===== src/rtl/systolic_skew_feeder_if.sv =====
// Column-vector handshake and skewed PE-array operand bus for systolic_skew_feeder.
interface systolic_skew_feeder_if #(
    parameter int DATA_WIDTH = 8,
    parameter int ROWS       = 4
);
    logic                       clr;
    logic                       in_valid;
    logic                       in_ready;
    logic [ROWS*DATA_WIDTH-1:0] in_data;
    logic                       in_last;
    logic [ROWS*DATA_WIDTH-1:0] skew_data;
    logic [ROWS-1:0]            skew_valid;
    logic                       busy;
    logic                       done;

    modport master (
        output clr, in_valid, in_data, in_last,
        input  in_ready, skew_data, skew_valid, busy, done
    );

    modport slave (
        input  clr, in_valid, in_data, in_last,
        output in_ready, skew_data, skew_valid, busy, done
    );
endinterface


===== src/rtl/systolic_skew_feeder.sv =====
// Skews column vectors across ROWS lanes (lane r delayed r+1 cycles) to feed a systolic PE array.
// Accepts in IDLE/FEED; in_ready drops from the last beat until done, so matrices never overlap.
module systolic_skew_feeder #(
    parameter int DATA_WIDTH = 8,
    parameter int ROWS       = 4
) (
    input  logic                  clk,
    input  logic                  rst_n,
    systolic_skew_feeder_if.slave bus
);
    localparam int CNT_W = (ROWS > 1) ? $clog2(ROWS) : 1;

    localparam logic [1:0] S_IDLE  = 2'd0;
    localparam logic [1:0] S_FEED  = 2'd1;
    localparam logic [1:0] S_FLUSH = 2'd2;
    localparam logic [1:0] S_DONE  = 2'd3;

    logic [1:0]       state_q, state_d;
    logic [CNT_W-1:0] cnt_q, cnt_d;
    logic             live_q;
    logic             accept;

    // live_q keeps in_ready low while in reset and until the first edge after release.
    assign bus.in_ready = live_q && ((state_q == S_IDLE) || (state_q == S_FEED));
    assign accept       = bus.in_valid && bus.in_ready && !bus.clr;
    assign bus.busy     = (state_q == S_FEED) || (state_q == S_FLUSH);
    assign bus.done     = (state_q == S_DONE) && !bus.clr;

    // FLUSH exits when the counter would reach 0 so DONE lines up with the final
    // operand on row ROWS-1; with ROWS=1 the counter starts at 0 and FLUSH is one cycle.
    always_comb begin
        state_d = state_q;
        cnt_d   = cnt_q;
        if (bus.clr) begin
            state_d = S_IDLE;
            cnt_d   = '0;
        end else begin
            case (state_q)
                S_IDLE, S_FEED: begin
                    if (accept) begin
                        if (bus.in_last) begin
                            state_d = S_FLUSH;
                            cnt_d   = CNT_W'(ROWS - 1);
                        end else begin
                            state_d = S_FEED;
                        end
                    end
                end
                S_FLUSH: begin
                    if (cnt_q <= CNT_W'(1)) begin
                        state_d = S_DONE;
                        cnt_d   = '0;
                    end else begin
                        cnt_d = cnt_q - CNT_W'(1);
                    end
                end
                default: begin
                    state_d = S_IDLE;
                end
            endcase
        end
    end

    always_ff @(posedge clk or negedge rst_n) begin
        if (!rst_n) begin
            state_q <= S_IDLE;
            cnt_q   <= '0;
            live_q  <= 1'b0;
        end else begin
            state_q <= state_d;
            cnt_q   <= cnt_d;
            live_q  <= 1'b1;
        end
    end

    for (genvar r = 0; r < ROWS; r++) begin : g_lane
        logic [DATA_WIDTH-1:0] dat_q [r+1];
        logic                  vld_q [r+1];

        // Idle cycles push a zero/invalid bubble so unused lane slots read as 0.
        always_ff @(posedge clk or negedge rst_n) begin
            if (!rst_n) begin
                for (int k = 0; k <= r; k++) begin
                    dat_q[k] <= '0;
                    vld_q[k] <= 1'b0;
                end
            end else if (bus.clr) begin
                for (int k = 0; k <= r; k++) begin
                    dat_q[k] <= '0;
                    vld_q[k] <= 1'b0;
                end
            end else begin
                dat_q[0] <= accept ? bus.in_data[r*DATA_WIDTH +: DATA_WIDTH] : '0;
                vld_q[0] <= accept;
                for (int k = 1; k <= r; k++) begin
                    dat_q[k] <= dat_q[k-1];
                    vld_q[k] <= vld_q[k-1];
                end
            end
        end

        assign bus.skew_data[r*DATA_WIDTH +: DATA_WIDTH] = dat_q[r];
        assign bus.skew_valid[r]                         = vld_q[r];
    end
endmodule

===== src/flat_wrapper.sv =====
// flat-port wrapper written by rule: the top's interface ports become plain ports
module systolic_skew_feeder_flat 
#(
    parameter int DATA_WIDTH = 8,
    parameter int ROWS       = 4
)
  (clk, rst_n, bus_clr, bus_in_valid, bus_in_data, bus_in_last, bus_in_ready, bus_skew_data, bus_skew_valid, bus_busy, bus_done);
  systolic_skew_feeder_if #(.DATA_WIDTH(DATA_WIDTH), .ROWS(ROWS)) bus_i ();
  input  logic clk;
  input  logic rst_n;
  input wire logic [$bits(bus_i.clr)-1:0] bus_clr;
  input wire logic [$bits(bus_i.in_valid)-1:0] bus_in_valid;
  input wire logic [$bits(bus_i.in_data)-1:0] bus_in_data;
  input wire logic [$bits(bus_i.in_last)-1:0] bus_in_last;
  output wire logic [$bits(bus_i.in_ready)-1:0] bus_in_ready;
  output wire logic [$bits(bus_i.skew_data)-1:0] bus_skew_data;
  output wire logic [$bits(bus_i.skew_valid)-1:0] bus_skew_valid;
  output wire logic [$bits(bus_i.busy)-1:0] bus_busy;
  output wire logic [$bits(bus_i.done)-1:0] bus_done;
  assign bus_i.clr = bus_clr;
  assign bus_i.in_valid = bus_in_valid;
  assign bus_i.in_data = bus_in_data;
  assign bus_i.in_last = bus_in_last;
  assign bus_in_ready = bus_i.in_ready;
  assign bus_skew_data = bus_i.skew_data;
  assign bus_skew_valid = bus_i.skew_valid;
  assign bus_busy = bus_i.busy;
  assign bus_done = bus_i.done;
  systolic_skew_feeder #(.DATA_WIDTH(DATA_WIDTH), .ROWS(ROWS)) u_core (.clk(clk), .rst_n(rst_n), .bus(bus_i));
endmodule

===== config.mk =====
export PLATFORM = sky130hd
export DESIGN_NAME = systolic_skew_feeder_flat
export DESIGN_NICKNAME = d
export VERILOG_FILES = /design/src/rtl/systolic_skew_feeder_if.sv /design/src/rtl/systolic_skew_feeder.sv /design/src/flat_wrapper.sv
export SDC_FILE = /design/constraint.sdc
export NUM_CORES = 1
export LEC_CHECK = 0
export ABC_AREA = 1
export BUFFER_PORTS_ARGS = -buffer_cell sky130_fd_sc_hd__buf_2
export CAP_MARGIN = 10
export CORE_ASPECT_RATIO = 1.25
export CORE_MARGIN = 2
export CORE_UTILIZATION = 40
export DETAILED_ROUTE_END_ITERATION = 16
export SKIP_LAST_GASP = 1
export SLEW_MARGIN = 20
export SYNTH_ARGS = -nofsm -noshare
export SYNTH_HDL_FRONTEND = slang
export SYNTH_SLANG_ARGS = --single-unit

===== constraint.sdc =====
create_clock -name clk -period 3.7 [get_ports clk]
set_input_delay 0.74 -clock clk [delete_from_list [all_inputs] [get_ports clk]]
set_output_delay 0.74 -clock clk [all_outputs]
set_load 0.005 [all_outputs]

After elaboration in Yosys (flattened, before gate mapping). Cells that the tools add are included.

Add/sub/neg operators: 1. Magnitude comparators: 1. Equality and inequality tests: 6. Multiplexer cells: 22. Reductions and logical operators: 12.

Operators with widths (count): 2-to-1 mux 8 bit (5); 2-to-1 mux 32 bit (1); 2-to-1 mux 24 bit (1); 2-to-1 mux 2 bit (9); 2-to-1 mux 16 bit (1); one-hot mux 2 bit (2 select lines) (2); != test 3 bit (second input constant) (2); equality test 2 bit (second input constant) (2); logical AND 1 bit (4); 2-to-1 mux 4 bit (1); 2-to-1 mux 3 bit (1); != test 3 x 2 -> 1 bit (second input constant) (1); AND reduction 3 bit (1); nonzero test 3 bit (1); equality test 2 x 1 -> 1 bit (second input constant) (1); <= comparator 2 x 1 -> 1 bit (second input constant) (1); logical NOT 2 bit (1); logical OR 1 bit (2); AND reduction 2 bit (1); OR reduction 2 bit (1); subtractor 2 x 1 -> 2 bit (second input constant) (1); logical NOT 1 bit (1); 2-to-1 mux 1 bit (1).

Flip-flop bits (word level): 95. Input bits: 37. Output and inout bits: 39. Logic and storage cells: 65.

Depth between registers and ports, before layout. Gate-level depths: netlist of the first run.

Depth after elaboration: 8. Gate-level depth with buffers: 10. Depth with buffers taken out: 10.

Worst setup path before layout of the first run. Ideal clock, no wire load.

Kind: input to output. Start point: input bus_clr. End point: output bus_done. Data arrival time: 1.170 ns. Required time: 2.960 ns. Setup slack: 1.790 ns. Stages: 3. Path buffers: 2. Cell sequence: buf_2 > buf_4 > nor2_1.

Longest elaborated chain between the ends: 2.

Ends and longest elaborated chain: from (decl) (line flat_wrapper.sv:11) `input wire logic [$bits(bus_i.clr)-1:0] bus_clr;`; logical NOT 1 bit (line systolic_skew_feeder.sv:27) `assign bus.done = (state_q == S_DONE) && !bus.clr;`; logical AND 1 bit (line systolic_skew_feeder.sv:27); to (decl) (line flat_wrapper.sv:19) `output wire logic [$bits(bus_i.done)-1:0] bus_done;`.

No other way between the ends.

Worst setup path after layout of the first run.
Start point: register u_core.state_q[1]. End point: output bus_in_ready.

Longest elaborated chain between the ends: 3. Elaborated cells between the ends (all ways): 4. Classes of those cells: 1 x eq/ne; 3 x reduce/logical.

Ends and longest elaborated chain: from (decl) (line systolic_skew_feeder.sv:18) `logic [1:0] state_q, state_d;`; from (signal assigned) (line systolic_skew_feeder.sv:70) `state_q <= state_d;`; equality test 2 x 1 -> 1 bit or logical NOT 2 bit (tied branches) (line systolic_skew_feeder.sv:24) `assign bus.in_ready = live_q && ((state_q == S_IDLE) || (state_q == S_FEED));`; logical OR 1 bit (*) (line systolic_skew_feeder.sv:24); logical AND 1 bit (*) (line systolic_skew_feeder.sv:24); to (decl) (line flat_wrapper.sv:15) `output wire logic [$bits(bus_i.in_ready)-1:0] bus_in_ready;`.

Every way passes the cells marked *; elsewhere a longest branch is shown, timed or not.

==> results of run 1 <==
-- flip-flops by register name, indices dropped and copies added (netlist names) --
signal                 flops
u_core.g_lane.dat_q       56
u_core.bus.skew_data      24
u_core.bus.skew_valid      3
u_core.cnt_q               2
u_core.state_q             2
u_core.g_lane.vld_q        1
u_core.live_q              1
-- power groups by stage --
stage | clock (mW) | combinational [mW] | sequential (mW)
2_1_floorplan | 0 | 0.0790 | 1.03
3_3_place_gp | 0 | 0.129 | 1.03
3_5_place_dp | 0 | 0.133 | 1.03
4_1_cts | 0.622 | 0.134 | 1.01
5_1_grt | 0.668 | 0.151 | 1.02
6_report | 0.599 | 0.129 | 1.01
-- critical path, stage by stage, from the launching register on --
cell and delay [ns]:
dfrtp_1 0.48, inv_1 0.11, ha_1 0.19, inv_1 0.06
nand2_1 0.11, and2_1 0.16, buf_2 0.12
-- cell type report --
class / count / area [µm²]
fillers: 797 / 4400
flip-flops and latches: 89 / 2230
multi-input cells: 124 / 572
repair buffers: 78 / 400
inverters: 92 / 345
clock buffers: 14 / 163
well taps: 97 / 121
clock inverters: 2 / 12.5
-- metrics by stage --
step | cells | hold WS (ns) | util | cell area [µm²]
final | 496 | 0.458 | 0.466 | 3840
after CTS | 496 | 0.463 | 0.466 | 3840
after detailed placement | 480 | 0.444 | 0.445 | 3670
after global routing | 496 | 0.479 | 0.466 | 3840
after floorplan | 339 | 0.434 | - | 3410
after global placement | 480 | 0.438 | 0.445 | 3670
-- cells in the mapped netlist --
| library cell | number |
|---|---|
| a21oi_1 | 1 |
| ha_1 | 4 |
| inv_2 | 1 |
| buf_6 | 3 |
| nor2_1 | 78 |
| inv_1 | 91 |
| dfrtp_1 | 89 |
| nand2_4 | 1 |
| buf_4 | 30 |
| nand3_4 | 1 |
| conb_1 | 1 |
| nand2_2 | 1 |
| nor2_2 | 11 |
| o22ai_1 | 1 |
| buf_2 | 1 |
| nand2_1 | 16 |
| nand3_1 | 5 |
| nand3b_1 | 1 |
| o21ai_0 | 1 |
| nand4_1 | 1 |
| and2_1 | 1 |
-- cells by family after synthesis --
kind of cell	Yosys count	synth area share
compound gates	3	0.00477
fa+ha+maj	4	0.0147
buf+inv	126	0.179
flops	89	0.653
other cells	1	0.00110
simple gates	116	0.147
-- worst paths after layout --
kind                                            start                    endpoint  slack [ns]  cells past startpoint
max                                 u_core.state_q[1]                bus_in_ready        1.37                      6
min                        u_core.g_lane[3].dat_q[21]  u_core.g_lane[3].dat_q[13]        0.46                      2
max reg2reg                         u_core.state_q[1]             u_core.cnt_q[1]        1.89                      9
min reg2reg                u_core.g_lane[3].dat_q[21]  u_core.g_lane[3].dat_q[13]        0.46                      2
max in group asynchronous                       rst_n    u_core.bus.skew_data[21]        2.51                      2
min in group asynchronous                       rst_n           u_core.state_q[1]        0.50                      1
-- layer usage --
metal,up-vias,GRT usage,share of wire
met2,57,0.185,0.48
met4,0,0.0804,0.039
met1,901,0.133,0.42
met5,-,0,0
li1,1021,-,-
met3,14,0.0516,0.063
==> summary.md, run 1 <==
| Metric | Value |
|---|---|
| Status | finished clean |
| PortBufs | 75 |
| Pre-antenna DRT Iters | 4 |
| Root Driver | clkbuf_8 |
| Tot Pwr | approximately 1.7 mW |
| Largest net degree at the start of global routing | 74 |
| Combinational share of power | 0.074 |
| Worst path required time | just under 3 ns |
| Initial antenna violation count | 0 |
| Final Hold Fails | 0 |
| Synth warn | 0 |
| Initial drt markers | between 100 and 150 |
| GRT Total Usage | 0.120 |
| TritonCTS clock tree | built |
| Synth area leader | dfrtp_1 |
| Critical Path Sink Type | primary output |
| Slew headroom | 0.405 |
| GR Overflow Total | 0 |
| Antenna diode count | 0 |
| Clock power share | 0.344 |
| Register area share after synthesis | 0.653 |
| Cell Int Power | 1.33 mW |
| Crit Path Class | register to primary output |
| Ranking of synthesized cells by area | dfrtp_1 (65%), inv_1 (10%), nor2_1 (8.6%) |
| P_sw | 0.415 mW |
| Die Area | a little over 9000 µm² |
| RSZ-0062 raised after global routing | false |
| Mean Syn Cell Area | between 10 and 15 µm² |
| Final setup fails | 0 |
| Slew Limit Fails | 0 |
| Num CTS Buffers | 9 |
| Synth top area share | 0.653 |
| Final worst path period share | 0.629 |
| Sink Count | 89 |
| Core area | approximately 8200 µm² |
| #FFs+latches synth | just under 90 |
| Gpl congestion | around 0.67 |
| NumNets Final | between 400 and 500 |
| Area Overhead vs Synth | 12.7% |
| First-pass GRT wire length | between 8000 and 9000 µm |
| Initial Utilization | 0.414 |
| Clock Skews | around 0.0038 ns |
| Final setup TNS | 0 ns |
| WP data arrival | approximately 1.6 ns |
| # DRC | 0 |
| Cells after Synth | between 300 and 400 |
| Sw Share | 0.238 |
| H-tree Lvls | 3 |
| Vias | ~2000 |
| Hold Path Class | register to register |
| Skew-Pair Late Insertion Delay | about 0.35 ns |
| PD cells | roughly 450 nW/µm² |
| Antenna Violating Nets Remaining | 0 |
| Vias per cell | 4.02 |
| Max clock buf depth | 2 |
| Commonest non-fill, non-tap cell in the layout | inv_1 |
| Die width | between 80 and 90 µm |
| Syn_nets | 380 |
| Final Critical Period | approximately 2.3 ns |
| Die Ht | ~110 µm |
| CP Max Fanout | 8 |
| Share of layout cells above drive strength 1 | 0.266 |
| Setup Buffers After CTS | 0 |
| LEAKAGE | 2.23 nW |
| Place WS | roughly 1.7 ns |
| Max-cap viol count | 0 |
| Hold Buf Count CTS | 0 |
| Drt wl/cell | between 9 and 10 µm |
| Max Freq | around 430 MHz |
| Netlist cell types | 21 |
| Slew @ Worst Pin | between 0.8 and 0.9 ns |
| Post-Syn Area | 3410 µm² |
| Vias in the first global route | 1956 |
| Most frequent cells in the layout | inv_1 (91), dfrtp_1 (89), nor2_1 (78), buf_2 (74), nand2_1 (16) |
| Ports | 76 |
| FP Rows | 37 |
| VDD IR max | about 0.27 mV |
| Sequential fraction of design power | 0.582 |
| WL final | 4930 µm |
| Worst-path clk slew | roughly 0.08 ns |
| Post-DP HPWL | 3070 µm |
| Critical Path Source Type | register |
| Cts repair resizes | 0 |
| Setup WS post-layout | about 1.4 ns |
Note: power is estimated with default switching activity, not from simulation.
==> run 2: changes to the inputs <==
Clock period 3.7 ns to 2.2 ns, I/O delays scaled along.
==> run 2 against run 1 <==
Against the previous run: combinational power increased by 72%; utilization increased by 0.87 points; flip-flop and latch count unchanged; die area unchanged; critical path depth unchanged; power increased by 82%; clock power increased by 110%; via count increased by 0.85%; clock skew increased by 0.0040 ns; critical path type unchanged; critical endpoint unchanged; largest power group unchanged; highest routed layer unchanged.
==> summary.md, run 2 (synthesized netlist as in run 1, its figures left out) <==
| Metric | Value |
|---|---|
| Max Freq | 492 MHz |
| Ports | 76 (unchanged) |
| Sink Count | 89 (unchanged) |
| Placed cell count | 481 (was 480) |
| Initial drt markers | 55 (was 110) |
| Max clock buf depth | 2 (unchanged) |
| Vias | 2010 (was 1993) |
| Setup Buffers After CTS | 0 (unchanged) |
| Initial Utilization | 0.414 (unchanged) |
| Clock Skews | 0.00778 ns (was 0.00379 ns) |
| Fill cells | 790 (was 797) |
| Final Hold Fails | 0 (unchanged) |
| RSZ-0062 raised after global routing | false (unchanged) |
| Gpl congestion | 0.709 (was 0.672) |
| Final Critical Period | 2.03 ns |
| Place WS | 0.482 ns (was 1.67 ns) |
| Top reg by flops | u_core.g_lane.dat_q (unchanged) |
| FF+latch area | 2230 µm² (unchanged) |
| Critical Path Source Type | register (unchanged) |
| CP Max Fanout | 8 (unchanged) |
| Vias per cell | 4.04 (was 4.02) |
| Area of the multi-input gates | 572 µm² (unchanged) |
| Hold Buf Count CTS | 0 (unchanged) |
| Final worst path period share | 0.923 |
| Crit Path Class | register to primary output (unchanged) |
| Die Ht | 107 µm (unchanged) |
| Num CTS Buffers | 9 (unchanged) |
| Area Overhead vs Synth | 14.8% (was 12.7%) |
| TritonCTS clock tree | built (unchanged) |
| Die width | 86.6 µm (unchanged) |
| Max FFs per register | 56 (unchanged) |
| Antenna diode count | 0 (unchanged) |
| Core area | 8240 µm² (unchanged) |
| VDD IR max | 0.413 mV (was 0.274 mV) |
| Post-DP HPWL | 3370 µm (was 3070 µm) |
| PortBufs | 75 (unchanged) |
| Commonest non-fill, non-tap cell in the layout | inv_1 (unchanged) |
| Vias in the first global route | 1903 (was 1956) |
| Drt wl/cell | 10.2 µm (was 9.93 µm) |
| H-tree Lvls | 3 (unchanged) |
| Cts repair resizes | 0 (unchanged) |
| PD cells | 808 nW/µm² (was 453 nW/µm²) |
| Initial antenna violation count | 0 (unchanged) |
| NumNets Final | 436 (was 435) |
| LEAKAGE | 2.26 nW (was 2.23 nW) |
| Max-cap viol count | 0 (unchanged) |
| Worst-path clk slew | 0.08 ns (about the same) |
| Share of layout cells above drive strength 1 | 0.275 (was 0.266) |
| Root Driver | clkbuf_8 (unchanged) |
| Worst-path cell chain | inv_1 > ha_1 > inv_1 > nand2_1 > and2_1 > buf_2 (unchanged) |
| Status | finished clean (unchanged) |
| FP Rows | 37 (unchanged) |
| Largest net degree at the start of global routing | 56 (was 74) |
| Cell mode on critical path | inv_1 (unchanged) |
| Antenna Violating Nets Remaining | 0 (unchanged) |
| First-pass GRT wire length | 8190 µm (was 8340 µm) |
| Crit path buf inv count | 3 (unchanged) |
| Hold Path Class | input port to asynchronous set/reset pin (was register to register) |
| Die Area | 9280 µm² (unchanged) |
| CP max-delay cell | dfrtp_1 (unchanged) |
| GR Overflow Total | 0 (unchanged) |
| WL final | 5070 µm (was 4930 µm) |
| Setup WS post-layout | 0.169 ns (was 1.37 ns) |
| Cell class contributing the biggest share of worst-path delay | flip-flops (unchanged) |
| Skew-Pair Late Insertion Delay | 0.35 ns (about the same) |
| Critical Path Sink Type | primary output (unchanged) |
| Final setup fails | 0 (unchanged) |
| GRT Total Usage | 0.120 (about the same) |
| Max incr delay on CP | 0.49 ns (was 0.48 ns) |
| WP data arrival | 1.59 ns (about the same) |
| Utilization after layout | 0.475 (was 0.466) |
| Worst path required time | 1.76 ns (was 2.96 ns) |
| Final std cells w/o fill | 497 (was 496) |
| Slew Limit Fails | 0 (unchanged) |
| # DRC | 0 (unchanged) |
| Pre-antenna DRT Iters | 4 (unchanged) |
| Final setup TNS | 0 ns (unchanged) |
| Most frequent cells in the layout | inv_1 (91), dfrtp_1 (89), nor2_1 (78), buf_2 (74), nand2_1 (16) (unchanged) |
==> run 2: changes by cell type in the layout (fill, tap and decap cells not counted), sizes merged <==
cell / change
inv: +1
clkinvlp: +1
bufinv: +2
clkbuf: -4
buf: +1
==> run 2: final cells by class <==
class | count | area share
repair buffers | 79 | 0.107
clock inverters | 6 | 0.0227
flip-flops and latches | 89 | 0.569
well taps | 97 | 0.0310
multi-input cells | 124 | 0.146
inverters | 92 | 0.0883
clock buffers | 10 | 0.0352
==> run 2: worst paths after layout <==
path,from,to,slack [ns],depth (start not counted)
setup / recovery,u_core.state_q[1],bus_in_ready,0.17,6
hold / removal,rst_n,u_core.g_lane[0].vld_q,0.02,1
setup reg to reg,u_core.state_q[1],u_core.cnt_q[1],0.49,9
hold reg to reg,u_core.g_lane[2].dat_q[21],u_core.g_lane[2].dat_q[13],0.46,2
max in group asynchronous,rst_n,u_core.g_lane[1].dat_q[15],1.53,2
min in group clk,bus_in_data[9],u_core.g_lane[1].dat_q[9],0.28,3
==> run 2: layer usage <==
metal	vias to the layer above	track usage	part of all wire
li1	1023	-	-
met4	0	0.0603	0.021
met5	-	0	0
met1	932	0.126	0.40
met2	47	0.198	0.51
met3	8	0.0585	0.075
==> run 2: per-stage QoR <==
| stage | power [mW] | area [µm²] | hold slack, ns |
|---|---|---|---|
| final | 3.16 | 3910 | 0.0234 |
| after global routing | 3.33 | 3910 | 0.0328 |
| after CTS | 3.22 | 3910 | 0.0202 |
| after detailed placement | 1.97 | 3690 | 0.422 |
| after global placement | 1.96 | 3690 | 0.417 |
| after floorplan | 1.87 | 3410 | 0.144 |
==> run 2: power breakdown <==
part	internal (mW)	total, mW	switching [mW]
combinational	0.0832	0.222	0.139
sequential	1.68	1.71	0.0266
clock	0.672	1.24	0.563
total	2.43	3.16	0.728
==> run 3: changes to the inputs <==
Settings changed: ABC_AREA 1 to unset, CTS_BUF_LIST set to sky130_fd_sc_hd__clkbuf_8.
==> run 3 against run 2 <==
Against the previous run: utilization rose by 0.35 points; die area fell by 4.0%; combinational power rose by 5%; via count fell by 15%; non-clock buffer count rose by 1; sequential power barely moved; final cell count fell by 20%; flip-flop and latch count did not move; largest cell class unchanged.
==> summary.md, run 3 <==
| Metric | Value |
|---|---|
| XOR/XNOR share of the synthesized area | 0 (unchanged) |
| Max-cap viol count | 0 (unchanged) |
| Ranking of synthesized cells by area | dfrtp_1 (68%), nor2b_1 (10%), and2_1 (6.1%) (was dfrtp_1 (65%), inv_1 (10%), nor2_1 (8.6%)) |
| Drt wl/cell | 11.8 µm (was 10.2 µm) |
| DR top layer | met4 (unchanged) |
| GRT Total Usage | 0.119 (was 0.120) |
| Largest net degree at the start of global routing | 45 (was 56) |
| VDD IR max | 0.404 mV (was 0.413 mV) |
| Initial Utilization | 0.414 (about the same) |
| Critical Path Source Type | register (unchanged) |
| Max incr delay on CP | 0.46 ns (was 0.49 ns) |
| Netlist cell types | 32 (was 21) |
| Initial antenna violation count | 0 (unchanged) |
| Vias | 1706 (was 2010) |
| Root Driver | clkbuf_8 (unchanged) |
| Synth warn | 0 (unchanged) |
| Worst path required time | 1.76 ns (about the same) |
| Antenna diode count | 0 (unchanged) |
| Synth Area in Compound Gates | 0.0364 (was 0.00477) |
| Core area | 7880 µm² (was 8240 µm²) |
| Register area share after synthesis | 0.682 (was 0.653) |
| Area of the multi-input gates | 792 µm² (was 572 µm²) |
| CP max-delay cell | dfrtp_1 (unchanged) |
| PortBufs | 75 (unchanged) |
| Sink Count | 89 (unchanged) |
| WL final | 4690 µm (was 5070 µm) |
| GR Overflow Total | 0 (unchanged) |
| Initial drt markers | 95 (was 55) |
| Pre-antenna DRT Iters | 4 (unchanged) |
| Vias per cell | 4.29 (was 4.04) |
| WP data arrival | 1.51 ns (was 1.59 ns) |
| LEAKAGE | 2.05 nW (was 2.26 nW) |
| Commonest non-fill, non-tap cell in the layout | dfrtp_1 (was inv_1) |
| Mean Syn Cell Area | 13.5 µm² (was 10.1 µm²) |
| R2R depth | 5 (was 9) |
| CP Max Fanout | 8 (unchanged) |
| Synth area leader | dfrtp_1 (unchanged) |
| Final Critical Period | 1.95 ns (was 2.03 ns) |
| Critical Path Sink Type | primary output (unchanged) |
| # DRC | 0 (unchanged) |
| Simple-gate area share of the yosys netlist | 0.186 (was 0.147) |
| FF+latch area | 2230 µm² (unchanged) |
| Post-Syn Area | 3270 µm² (was 3410 µm²) |
| Top reg by flops | u_core.g_lane.dat_q (unchanged) |
| Commonest cells post-synth | dfrtp_1 (89), nor2b_1 (52), and2_1 (32) (was inv_1 (91), dfrtp_1 (89), nor2_1 (78)) |
| Ports | 76 (unchanged) |
| Worst Hold Path Cells | 2 |
| TritonCTS clock tree | built (unchanged) |
| Antenna Violating Nets Remaining | 0 (unchanged) |
| Max clock buf depth | 2 (unchanged) |
| Met3 WL | 311 µm (was 379 µm) |
| Cells after Synth | 242 (was 339) |
| Die Ht | 105 µm (was 107 µm) |
| Max Freq | 513 MHz (was 492 MHz) |
| FP Rows | 36 (was 37) |
| Max FFs per register | 56 (unchanged) |
| H-tree Lvls | 3 (unchanged) |
| Hold Path Class | input port to register (was input port to asynchronous set/reset pin) |
| Final Hold Fails | 0 (unchanged) |
| Main synth FF type | dfrtp_1 (unchanged) |
| First-pass GRT wire length | 8120 µm (was 8190 µm) |
| Synth Area in Adders | 0.0153 (was 0.0147) |
| Slew Limit Fails | 0 (unchanged) |
| Synth top area share | 0.682 (was 0.653) |
| Die Area | 8910 µm² (was 9280 µm²) |
| Final setup fails | 0 (unchanged) |
| Final hold slack | 0.300 ns (was 0.0234 ns) |
| Share of layout cells above drive strength 1 | 0.314 (was 0.275) |
| Leading cell type by number of instances after synthesis | dfrtp_1 (was inv_1) |
| Post-synth ARST share | 1.00 (unchanged) |
| PD cells | 797 nW/µm² (was 808 nW/µm²) |
| Syn_nets | 283 (was 380) |
| Setup Buffers After CTS | 0 (unchanged) |
| RSZ-0062 raised after global routing | false (unchanged) |
| Post-synth EDFFs | 0 (unchanged) |
| #FFs+latches synth | 89 (unchanged) |
| Post-DP HPWL | 3090 µm (was 3370 µm) |
| Worst-path cell chain | inv_1 > ha_1 > o21a_1 > buf_2 (was inv_1 > ha_1 > inv_1 > nand2_1 > and2_1 > buf_2) |
| Num CTS Buffers | 9 (unchanged) |
| Status | finished clean (unchanged) |
| Gpl congestion | 0.801 (was 0.709) |
| Vias in the first global route | 1773 (was 1903) |
| Metal1 wirelength | 1850 µm (was 2020 µm) |
| Final setup TNS | 0 ns (unchanged) |
| Largest family of logic cells by synthesized area | simple AND/OR/NAND/NOR gates (was buffers and inverters) |
| Crit Path Class | register to primary output (unchanged) |
| Worst-path clk slew | 0.08 ns (about the same) |
| Skew-Pair Late Insertion Delay | 0.34 ns (was 0.35 ns) |
| NumNets Final | 339 (was 436) |
| Most frequent cells in the layout | dfrtp_1 (89), buf_2 (74), nor2b_1 (52), and2_1 (32), clkbuf_8 (10) (was inv_1 (91), dfrtp_1 (89), nor2_1 (78), buf_2 (74), nand2_1 (16)) |
| Clock Skews | 0.00623 ns (was 0.00778 ns) |
| Met2 wire len | 2400 µm (was 2570 µm) |
| Area Overhead vs Synth | 15.4% (was 14.8%) |
| Mux cell area share after synthesis | 0.00345 (was 0) |
| Die width | 84.8 µm (was 86.6 µm) |
| Final worst path period share | 0.886 (was 0.923) |
| Fill cells | 721 (was 790) |
run 3: changes by cell type in the layout (fill, tap and decap cells not counted), sizes merged, moves of 6 or more:
cell	before	now
inv	93	7
nand3	6	0
and2	1	32
nor2b	0	52
nand2	18	0
nor2	89	2
run 3: final timing paths:
check / startpoint / endpoint / slack [ns]
max in group asynchronous: rst_n / u_core.bus.skew_data[8] / 1.07
min in group asynchronous: rst_n / u_core.g_lane[3].dat_q[16] / 0.51
min reg2reg: u_core.g_lane[3].dat_q[29] / u_core.g_lane[3].dat_q[21] / 0.45
min: bus_in_data[14] / u_core.g_lane[1].dat_q[14] / 0.30
max reg2reg: u_core.state_q[1] / u_core.cnt_q[0] / 0.36
max: u_core.state_q[1] / bus_in_ready / 0.25
run 3: layout make-up:
cell class,instances,share of cell area
Timing Repair Buffer,80,0.114
Clock inverter,6,0.0139
Inverter,3,0.00299
Clock buffer,10,0.0365
Multi-Input combinational cell,115,0.210
Sequential cell,89,0.591
Tap cell,95,0.0315
run 3: per-stage QoR:
step | setup WS (ns) | cells | power [mW] | cell area, µm² | util
finish | 0.251 | 398 | 3.00 | 3770 | 0.478
global route | 0.121 | 398 | 3.17 | 3770 | 0.478
CTS | 0.0846 | 398 | 3.07 | 3770 | 0.478
detailed placement | 0.0852 | 381 | 1.99 | 3570 | 0.453
global placement | 0.201 | 381 | 1.98 | 3570 | 0.453
floorplan | 0.485 | 242 | 1.88 | 3270 | -
run 3: where the power goes:
part,switching [mW],internal [mW],leakage (nW),total (mW)
Sequential,0.0296,1.69,1.23,1.72
Combinational,0.124,0.111,0.719,0.234
Clock,0.513,0.540,0.107,1.05
run 3: cells by family (layout without fill, tap and decap cells):
kind of cell | Yosys count | count (layout)
AND/OR/NAND/NOR | 95 | 95
AO/OA/AOI/OAI | 14 | 14
buffers and inverters | 38 | 99
adder cells (fa/ha/maj) | 4 | 4
flip-flops | 89 | 89
multiplexers | 1 | 1
other | 1 | 1
run 3: per-layer routing:
| metal | vias to the layer above | GRT usage |
|---|---|---|
| li1 | 840 | - |
| met1 | 801 | 0.129 |
| met2 | 57 | 0.193 |
| met3 | 8 | 0.0434 |
| met4 | 0 | 0.0794 |
| met5 | - | 0 |
run 3: critical path, delay by kind of cell (launching register included):
family          cells  cell delay [ns]
compound gates      1             0.20
fa+ha+maj           1             0.25
buf+inv             2             0.26
flops               1             0.46
run 3: what timing repair did:
action / in CTS / in global routing
hold endpoints to repair: 20 / 0
hold buffers: 1 / 0
setup endpoints to repair: 0 / 32
resized for setup: 0 / 1
